## config.mk

```make
export PLATFORM = sky130hd
export DESIGN_NAME = imm_rotate_encoder_flat
export DESIGN_NICKNAME = d
export VERILOG_FILES = /design/src/rtl/imm_rotate_encoder_pkg.sv /design/src/rtl/imm_rotate_encoder_if.sv /design/src/rtl/imm_rotate_encoder_rot_fit_check.sv /design/src/rtl/imm_rotate_encoder.sv /design/src/flat_wrapper.sv
export SDC_FILE = /design/constraint.sdc
export NUM_CORES = 1
export LEC_CHECK = 0
export BUFFER_PORTS_ARGS = -buffer_cell sky130_fd_sc_hd__buf_4
export CORE_UTILIZATION = 35
export CTS_BUF_LIST = sky130_fd_sc_hd__clkbuf_2 sky130_fd_sc_hd__clkbuf_4 sky130_fd_sc_hd__clkbuf_8
export DETAILED_ROUTE_END_ITERATION = 6
export GPL_TIMING_DRIVEN = 0
export PLACE_DENSITY_LB_ADDON = 0.12
export SKIP_LAST_GASP = 1
export SYNTH_ARGS = -nofsm -noshare
export SYNTH_HDL_FRONTEND = slang
export SYNTH_SLANG_ARGS = --single-unit
```

## constraint.sdc

```tcl
create_clock -name clk_i -period 3.79 [get_ports clk_i]
set_clock_uncertainty 0.1 [all_clocks]
set_input_delay 0.1895 -clock clk_i [delete_from_list [all_inputs] [get_ports clk_i]]
set_output_delay 0.1895 -clock clk_i [all_outputs]
set_load 0.03 [all_outputs]
```

## src/rtl/imm_rotate_encoder_pkg.sv

```systemverilog
// Shared definitions for the immediate-operand rotate encoder: FSM states,
// operand field positions, the result record and a rotate helper.
package imm_rotate_encoder_pkg;

    // Search controller states (2-bit encoding).
    typedef enum logic [1:0] {
        ST_IDLE       = 2'd0,
        ST_SEARCH     = 2'd1,
        ST_SEARCH_INV = 2'd2,
        ST_FINISH     = 2'd3
    } state_e;

    // Opcode class of data-processing instructions with an immediate operand.
    localparam logic [2:0] OPC_CLASS_IMM = 3'b001;

    // Operand field positions inside IR[11:0].
    localparam int ROT_MSB = 11;
    localparam int ROT_LSB = 8;
    localparam int IMM_MSB = 7;
    localparam int IMM_LSB = 0;

    // Highest rotate field value; the search ends after testing it.
    localparam logic [3:0] ROT_LAST = 4'd15;

    // Registered search outcome presented to the instruction builder.
    typedef struct packed {
        logic       valid;
        logic       inverted;
        logic [3:0] rot4;
        logic [7:0] imm8;
        logic       carry;
    } result_t;

    // True when an opcode class selects the rotated-immediate operand form.
    function automatic logic is_imm_class(input logic [2:0] opc_class);
        return opc_class == OPC_CLASS_IMM;
    endfunction

    // Rotate left by 0..31; the upper half of the doubled word is the result.
    function automatic logic [31:0] rol32(input logic [31:0] x, input logic [4:0] amt);
        logic [63:0] dbl;
        dbl = {x, x} << amt;
        return dbl[63:32];
    endfunction

endpackage

```

## src/rtl/imm_rotate_encoder_if.sv

```systemverilog
// Request/result bundle between the instruction builder and the encoder.
interface imm_rotate_encoder_if;

    logic        start;
    logic [31:0] value;
    logic        cin;
    logic        busy;
    logic        done;
    logic        valid;
    logic        inverted;
    logic [7:0]  imm8;
    logic [3:0]  rot4;
    logic [11:0] encoding;
    logic        carry_out;

    modport master (
        output start, value, cin,
        input  busy, done, valid, inverted, imm8, rot4, encoding, carry_out
    );

    modport slave (
        input  start, value, cin,
        output busy, done, valid, inverted, imm8, rot4, encoding, carry_out
    );

endinterface

```

## src/rtl/imm_rotate_encoder_rot_fit_check.sv

```systemverilog
// Combinational test of one candidate rotation: the target fits when rotating
// it left by 2*rot leaves only the low byte populated; that byte is imm8.
module imm_rotate_encoder_rot_fit_check
    import imm_rotate_encoder_pkg::*;
(
    input  logic [31:0] tgt_i,
    input  logic [3:0]  rot_i,
    output logic        fit_o,
    output logic [7:0]  imm8_o
);

    logic [31:0] rolled;

    // 2*rot is formed on 5 bits, so 0..30 never overflows.
    assign rolled = rol32(tgt_i, {rot_i, 1'b0});
    assign fit_o  = (rolled[31:8] == 24'd0);
    assign imm8_o = rolled[7:0];

endmodule

```

## src/rtl/imm_rotate_encoder.sv

```systemverilog
// Finds the canonical {rot4, imm8} encoding of a 32-bit constant by testing one
// rotation per clock, smallest first, optionally retrying on the inverted
// constant. Results are registered and change only when a search finishes.
module imm_rotate_encoder
    import imm_rotate_encoder_pkg::*;
#(
    parameter bit TRY_INVERT = 1'b1
) (
    input  logic                 clk_i,
    input  logic                 rst_i,
    imm_rotate_encoder_if.slave  bus
);

    state_e      state_q;
    logic [31:0] tgt_q;
    logic [3:0]  rot_q;
    logic        cin_q;
    logic        busy_q;
    logic        done_q;
    result_t     res_q;

    logic        fit;
    logic [7:0]  fit_imm8;
    result_t     hit_res;

    imm_rotate_encoder_rot_fit_check u_fit (
        .tgt_i  (tgt_q),
        .rot_i  (rot_q),
        .fit_o  (fit),
        .imm8_o (fit_imm8)
    );

    // Result to register if the rotation under test fits.
    // NOTE: every field gets a default first so this block can never infer a latch.
    always_comb begin
        hit_res          = '0;
        hit_res.valid    = 1'b1;
        hit_res.inverted = (state_q == ST_SEARCH_INV);
        hit_res.rot4     = rot_q;
        hit_res.imm8     = fit_imm8;
        // A nonzero rotation makes the shifter carry the decoded bit 31, which
        // equals bit 31 of the (possibly inverted) target; rot 0 passes CIN.
        hit_res.carry    = (rot_q != 4'd0) ? tgt_q[31] : cin_q;
    end

    // Search controller, rotation counter and registered results.
    // NOTE: all state here uses non-blocking assignments so every register
    // samples pre-edge values regardless of statement order.
    always_ff @(posedge clk_i or posedge rst_i) begin
        if (rst_i) begin
            state_q <= ST_IDLE;
            tgt_q   <= '0;
            rot_q   <= '0;
            cin_q   <= 1'b0;
            busy_q  <= 1'b0;
            done_q  <= 1'b0;
            res_q   <= '0;
        end else begin
            done_q <= 1'b0;
            unique case (state_q)
                ST_IDLE: begin
                    if (bus.start) begin
                        tgt_q   <= bus.value;
                        cin_q   <= bus.cin;
                        rot_q   <= '0;
                        busy_q  <= 1'b1;
                        state_q <= ST_SEARCH;
                    end
                end
                ST_SEARCH, ST_SEARCH_INV: begin
                    if (fit) begin
                        res_q   <= hit_res;
                        busy_q  <= 1'b0;
                        done_q  <= 1'b1;
                        state_q <= ST_FINISH;
                    end else if (rot_q != ROT_LAST) begin
                        rot_q <= rot_q + 4'd1;
                    end else if (TRY_INVERT && state_q == ST_SEARCH) begin
                        // Direct form exhausted: retry as MVN/BIC on ~value.
                        tgt_q   <= ~tgt_q;
                        rot_q   <= '0;
                        state_q <= ST_SEARCH_INV;
                    end else begin
                        res_q   <= '0;
                        busy_q  <= 1'b0;
                        done_q  <= 1'b1;
                        state_q <= ST_FINISH;
                    end
                end
                ST_FINISH: begin
                    // A start request here is deliberately not sampled.
                    state_q <= ST_IDLE;
                end
                default: state_q <= ST_IDLE;
            endcase
        end
    end

    assign bus.busy                      = busy_q;
    assign bus.done                      = done_q;
    assign bus.valid                     = res_q.valid;
    assign bus.inverted                  = res_q.inverted;
    assign bus.imm8                      = res_q.imm8;
    assign bus.rot4                      = res_q.rot4;
    assign bus.encoding[ROT_MSB:ROT_LSB] = res_q.rot4;
    assign bus.encoding[IMM_MSB:IMM_LSB] = res_q.imm8;
    assign bus.carry_out                 = res_q.carry;

endmodule

```

## src/flat_wrapper.sv

```systemverilog
// flat-port wrapper written by rule: the top's interface ports become plain ports
module imm_rotate_encoder_flat import imm_rotate_encoder_pkg::*;
#(
    parameter bit TRY_INVERT = 1'b1
)
  (clk_i, rst_i, bus_start, bus_value, bus_cin, bus_busy, bus_done, bus_valid, bus_inverted, bus_imm8, bus_rot4, bus_encoding, bus_carry_out);
  imm_rotate_encoder_if bus_i ();
  input  logic clk_i;
  input  logic rst_i;
  input wire logic [$bits(bus_i.start)-1:0] bus_start;
  input wire logic [$bits(bus_i.value)-1:0] bus_value;
  input wire logic [$bits(bus_i.cin)-1:0] bus_cin;
  output wire logic [$bits(bus_i.busy)-1:0] bus_busy;
  output wire logic [$bits(bus_i.done)-1:0] bus_done;
  output wire logic [$bits(bus_i.valid)-1:0] bus_valid;
  output wire logic [$bits(bus_i.inverted)-1:0] bus_inverted;
  output wire logic [$bits(bus_i.imm8)-1:0] bus_imm8;
  output wire logic [$bits(bus_i.rot4)-1:0] bus_rot4;
  output wire logic [$bits(bus_i.encoding)-1:0] bus_encoding;
  output wire logic [$bits(bus_i.carry_out)-1:0] bus_carry_out;
  assign bus_i.start = bus_start;
  assign bus_i.value = bus_value;
  assign bus_i.cin = bus_cin;
  assign bus_busy = bus_i.busy;
  assign bus_done = bus_i.done;
  assign bus_valid = bus_i.valid;
  assign bus_inverted = bus_i.inverted;
  assign bus_imm8 = bus_i.imm8;
  assign bus_rot4 = bus_i.rot4;
  assign bus_encoding = bus_i.encoding;
  assign bus_carry_out = bus_i.carry_out;
  imm_rotate_encoder #(.TRY_INVERT(TRY_INVERT)) u_core (.clk_i(clk_i), .rst_i(rst_i), .bus(bus_i));
endmodule
```

* Word level (Yosys, flattened, before mapping)
Index checks and enable logic that the tools add are counted.
** Storage, ports and cells
- Register bits after elaboration :: 56
- Output and inout port bits :: 29
- Word-level logic and storage cells :: 66
** Cells by class
- Shift-type cells :: 1
- Eq/ne operators :: 13
- Mux-type cells :: 28
- Bitwise operators :: 1
- Reductions and logical operators :: 11
- $add $sub $neg :: 1
** Operators by type and width (count)
- $mux W32 :: 4
- $pmux W32 S2 :: 1
- $shl A64 B5 Y64 :: 1
- $mux W15 :: 3
- $not A32 Y32 :: 1
- $logic_not A24 Y1 :: 1
- $mux W4 :: 4
- $mux W1 :: 10
- $pmux W4 S2 :: 1
- $reduce_and A4 Y1 :: 2
- $mux W2 :: 3
- $ne A2 B1 Y1 const B :: 3
- $ne A2 B2 Y1 const B :: 3
- $ne A3 B2 Y1 const B :: 2
- $pmux W2 S3 :: 1
- $reduce_and A5 Y1 :: 1
- $add A4 B1 Y4 const B :: 1
- $eq A2 B2 Y1 const B :: 2
- $ne A4 B4 Y1 const B :: 1
- $reduce_and A2 Y1 :: 2
- $reduce_bool A4 Y1 :: 1
- $ne A3 B1 Y1 const B :: 1
- $reduce_and A3 Y1 :: 1
- $eq A2 B1 Y1 const B :: 1
- 4 further kinds :: 4

* Longest topological paths before layout
- Depth in word-level cells :: 5
- Gate-level depth with buffers :: 13

* Cells and area by module
Synthesis repeated with hierarchy kept, for this count alone.
** Second synthesis, totals
- Cell total of the unflattened synthesis :: 453
- Area total of the unflattened synthesis :: 4404.2 µm²
** By module, submodules not included
- imm_rotate_encoder :: area an instance 2866.5 µm², cells each 261, instances 1
- imm_rotate_encoder_rot_fit_check :: area an instance 1537.7 µm², cells each 192, instances 1

* Worst setup path after synthesis
Ideal clock, no wire load.
- Path kind :: register to register
- Start point :: reg u_core.rot_q[1]
- End point :: reg u_core.res_q (netlist bit u_core.bus.inverted)
- Setup time :: 0.126 ns
- Data required time :: 3.564 ns
- Data arrival time :: 2.734 ns
- Setup slack :: 0.830 ns
- Cell stages (with the launch flop) :: 12
- Cells stage by stage :: dfrtp_1 -> buf_6 -> buf_6 -> buf_6 -> mux4_2 -> nand2_1 -> o221ai_2 -> nand2b_4 -> o41a_1 -> buf_2 -> o31a_1 -> a221o_1
** Between the ends
- Word-level cells in the longest chain between the ends :: 4
- Elaborated cells on any way between the ends :: 7
- Those cells by class :: 3 x eq/ne; 1 x shift; 1 x mux; 2 x reduce/logical
** Ends and longest elaborated chain
- start, declared :: line imm_rotate_encoder.sv:16 : logic [3:0] rot_q;
- start signal, assigned :: line imm_rotate_encoder.sv:77 : rot_q <= rot_q + 4'd1;
- $shl A64 B5 Y64 :: line imm_rotate_encoder_pkg.sv:42 : dbl = {x, x} << amt;
- $logic_not A24 Y1 :: line imm_rotate_encoder_rot_fit_check.sv:16 : assign fit_o = (rolled[31:8] == 24'd0);
- $ne A2 B1 Y1 (no line)
- $reduce_and A3 Y1 (no line)
- end signal, assigned :: line imm_rotate_encoder.sv:72 : res_q <= hit_res;
- end, declared :: line imm_rotate_encoder.sv:20 : result_t res_q;
Parallel ways exist; a longest one is shown, timed or not.
A chain may end at the register's enable or synchronous reset.

* Worst setup path in the final report
- Start point :: reg u_core.rot_q[0]
- End point :: reg u_core.rot_q[2]
** Between the ends
- Word-level cells in the longest chain between the ends :: 4
- Elaborated cells on any way between the ends :: 10
- Those cells by class :: 1 x add/sub; 3 x eq/ne; 1 x shift; 3 x mux; 2 x reduce/logical
** Ends and longest elaborated chain (line)
- $shl A64 B5 Y64, or another cell as far along :: imm_rotate_encoder_pkg.sv:42
- $logic_not A24 Y1 / $mux W4 (equally long branches) :: imm_rotate_encoder_rot_fit_check.sv:16, imm_rotate_encoder.sv:76
- $ne A2 B2 Y1 (no line) / $mux W4 (equally long branches)
- $reduce_and A4 Y1 (no line) / $pmux W4 S2 (equally long branches)
Parallel ways exist; a longest one is shown, timed or not. The select of a mux whose other input is x is not followed.

==> impl_metrics.ini <==
[worst_setup_path]
crit_cells = 10
worstSetupEndpointType = register
crit_path_end = u_core.rot_q[2]$_DFFE_PP0P_
cpPeakStageDelay_ns = 0.62
reg2regPathDepth = 10
critical_path.top_delay_family = compound AO/OA/AOI/OAI gates
cp_common_cell = buf_2
cp_data_arrival_time_ns = 3.81
path_cells = buf_4 -> inv_1 -> buf_2 -> o21ai_0 -> a211oi_1 -> nor2_1 -> o41ai_2 -> buf_2 -> a31oi_1 -> a221oi_1
reg2reg_to = u_core.rot_q[2]$_DFFE_PP0P_
crit_start = u_core.rot_q[0]$_DFFE_PP0P_
r2r-start = u_core.rot_q[0]$_DFFE_PP0P_
crit_buf_inv = 4
r2r_slack_ns = 0.09
crit_required_ns = 3.91
crit_type = reg2reg
slowest_stage = o41ai_2
cp_max_fo = 10
crit_path_start_kind = register

[clock_tree]
cts_buffers = 5
clock_path_buffers = 2
cts_tree = yes
clock_sinks = 56
htree_levels = 2
clock_latency_ns = 0.35
cts-root-buf = clkbuf_8
path_clk_slew_ns = 0.11
postCtsSetupBuffers = 0

[sta]
min_period_ns = 3.697
maxSlewHeadroom_pct = 39.35
grt_setup_unrepaired = false
finalCritPeriodShare_pct = 97.55
tightest_slew_ns = 0.9049
slew_violations = 0
setup_viol = 0
setup_ws_ns = 0.09301
clock.fmax_mhz = 270.5
hold_viol_final = 0
tns_ns = 0

[place]
io_buffers = 64
place_ws_ns = 0.07505
gp_congestion = 0.9180
dp.final_hpwl_mm = 13.13

[detailed_routing]
vias = 5111
first_pass_iters = 5
antenna_left = 0
vias_per_cell = 6.143
drc = 0
wire_per_inst_microns = 21.19
first_iter_violations = 594
routed_wl_mm = 17.63

[power_and_ir_drop]
power.total_mw = 5.078
leakagePower_nw = 2.485
p_per_area_mw_per_mm2 = 857.2
ir_drop_mv = 0.3171

[global_route]
grt_pass1_vias = 4853
grt_use_total_pct = 24.72
grt.overflow.total = 0
antenna_found_initial = 0
grt_max_degree = 31
grt_first_pass_wirelength_mm = 27.99

[synthesis]
ys_top_cells_by_count = 58 x nand2_1, 56 x dfrtp_1, 41 x clkbuf_1
synth_top_cell_by_area = dfrtp_1
syn_area_sq_mm = 0.005044
seq_area_frac_synth_pct = 27.78
avgSynthCellArea_sq_um = 8.726
yosysWarningCount = 0
synth_top_area_share_pct = 27.78
synthCells = 578
ys_top_cells_by_area = dfrtp_1 28%, mux4_2 9.4%, mux2i_1 4.8%
synth_nets = 622
yosysMostFrequentCell = nand2_1
synthArstFlopShare_pct = 100.0
synthFlopType = dfrtp_1
post_synth_num_cell_types = 62
synth-edff-count = 0
synth-seq-cells = 56

[die]
die-area_sq_mm = 0.01489
ios = 65
coreArea_sq_mm = 0.01399
die_y_microns = 122.0
num_rows = 43
die_w_microns = 122.0
initial_utilization_pct = 36.06

[outcome]
status = finished, final reports clean

[job]
max_cap_viol_count = 0

[layout]
multi_input_area_sq_mm = 0.003176
final_nets = 695
area_growth_syn_to_layout_pct = 17.46
drive_gt1_share_pct = 23.47
fillerInstances = 1447
finish.utilization_pct = 42.35
seq_area_sq_mm = 0.001401
diodes = 0

[worst_hold_path]
hp-class = in2reg
-- kinds of logic after synthesis --
family / share of synthesized area, %
and+or+nand+nor: 20.59
DFF: 27.78
adders and majority gates: 1.985
xor gates and xnor gates: 0.3474
AOI/OAI and AO/OA: 24.44
muxes: 15.11
buffers and inverters: 9.749
-- registers in the layout (all words and copies together) (netlist names) --
| name | flops |
|---|---|
| u_core.bus.busy | 1 |
| u_core.bus.carry_out | 1 |
| u_core.bus.done | 1 |
| u_core.bus.imm8 | 8 |
| u_core.bus.inverted | 1 |
| u_core.bus.rot4 | 4 |
| u_core.bus.valid | 1 |
| u_core.cin_q | 1 |
| u_core.rot_q | 4 |
| u_core.state_q | 2 |
| u_core.tgt_q | 32 |
-- worst min-delay path by stage --
stage | from | end | slack [ns] | cells past startpoint
floorplan | bus_cin | u_core.cin_q$_DFFE_PP0P_ | 0.24 | 1
global placement | bus_cin | u_core.cin_q$_DFFE_PP0P_ | 0.33 | 2
detailed placement | rst_i | u_core.bus.imm8[1]$_DFFE_PP0P_ | 0.21 | 2
CTS | bus_value[30] | u_core.tgt_q[30]$_DFFE_PP0P_ | 0.05 | 3
global route | bus_value[22] | u_core.tgt_q[22]$_DFFE_PP0P_ | 0.07 | 3
finish | bus_value[31] | u_core.tgt_q[31]$_DFFE_PP0P_ | 0.06 | 3
-- placed cells by master (no fill, tap or decap), types with 4 or more instances in the layout --
cell,count
nor3_1,29
a31o_2,5
nand3_1,34
clkbuf_8,5
dfrtp_1,56
o211ai_1,18
clkbuf_1,38
and3_1,18
o31ai_1,4
o21ai_0,9
a31oi_1,33
a211oi_1,5
mux2i_1,24
nor2b_1,17
mux4_2,21
buf_6,6
nor3b_1,4
a21oi_1,21
inv_1,25
a221oi_1,4
nor2_1,14
buf_2,9
ha_1,8
a221o_1,4
a211o_1,8
o221ai_1,21
or3_1,5
nand2_1,57
buf_4,81
-- layer usage --
layer	vias up	share of wire (%)	track usage [%]
met3	29	6.3	3.184
met1	2497	47	35.67
met2	240	45	37.68
li1	2345	-	-
met5	-	0	0
met4	0	2.3	8.488
-- cell type report --
| cell class | count | share of cell area (%) |
|---|---|---|
| plain buffers | 72 | 6.631 |
| clock buffers | 6 | 1.288 |
| clock inverters | 2 | 0.5913 |
| inverters | 26 | 1.647 |
| multi-input cells | 423 | 53.60 |
| flip-flops and latches | 56 | 23.65 |
| well taps | 180 | 3.801 |
| repair buffers | 67 | 8.786 |
-- tightest hold or removal path, delay by kind of cell --
kind	cells	cell delay [ns]
compound gates	2	0.18
buf+inv	1	0.11
-- through the flow --
stage / cells / instance area (sq um) / hold slack, ns
finish: 832 / 5924 / 0.05836
global route: 832 / 5924 / 0.06652
CTS: 833 / 5906 / 0.04986
detailed placement: 823 / 5774 / 0.2134
global placement: 822 / 5749 / 0.3263
floorplan: 578 / 5044 / 0.2400
-- power breakdown --
part           total [mW]  internal (mW)  leakage [nW]  switching (mW)
registers            1.23          0.836         0.669           0.394
clock network       0.434          0.204        0.0586           0.230
logic                3.41           1.41          1.76            2.00
-- what timing repair did --
action,in CTS,in global routing
hold buffers,2,0
gates resized for setup,0,7
endpoints found under the hold margin,27,0
setup endpoints to repair,0,25
Note: power is estimated with default switching activity, not from simulation.
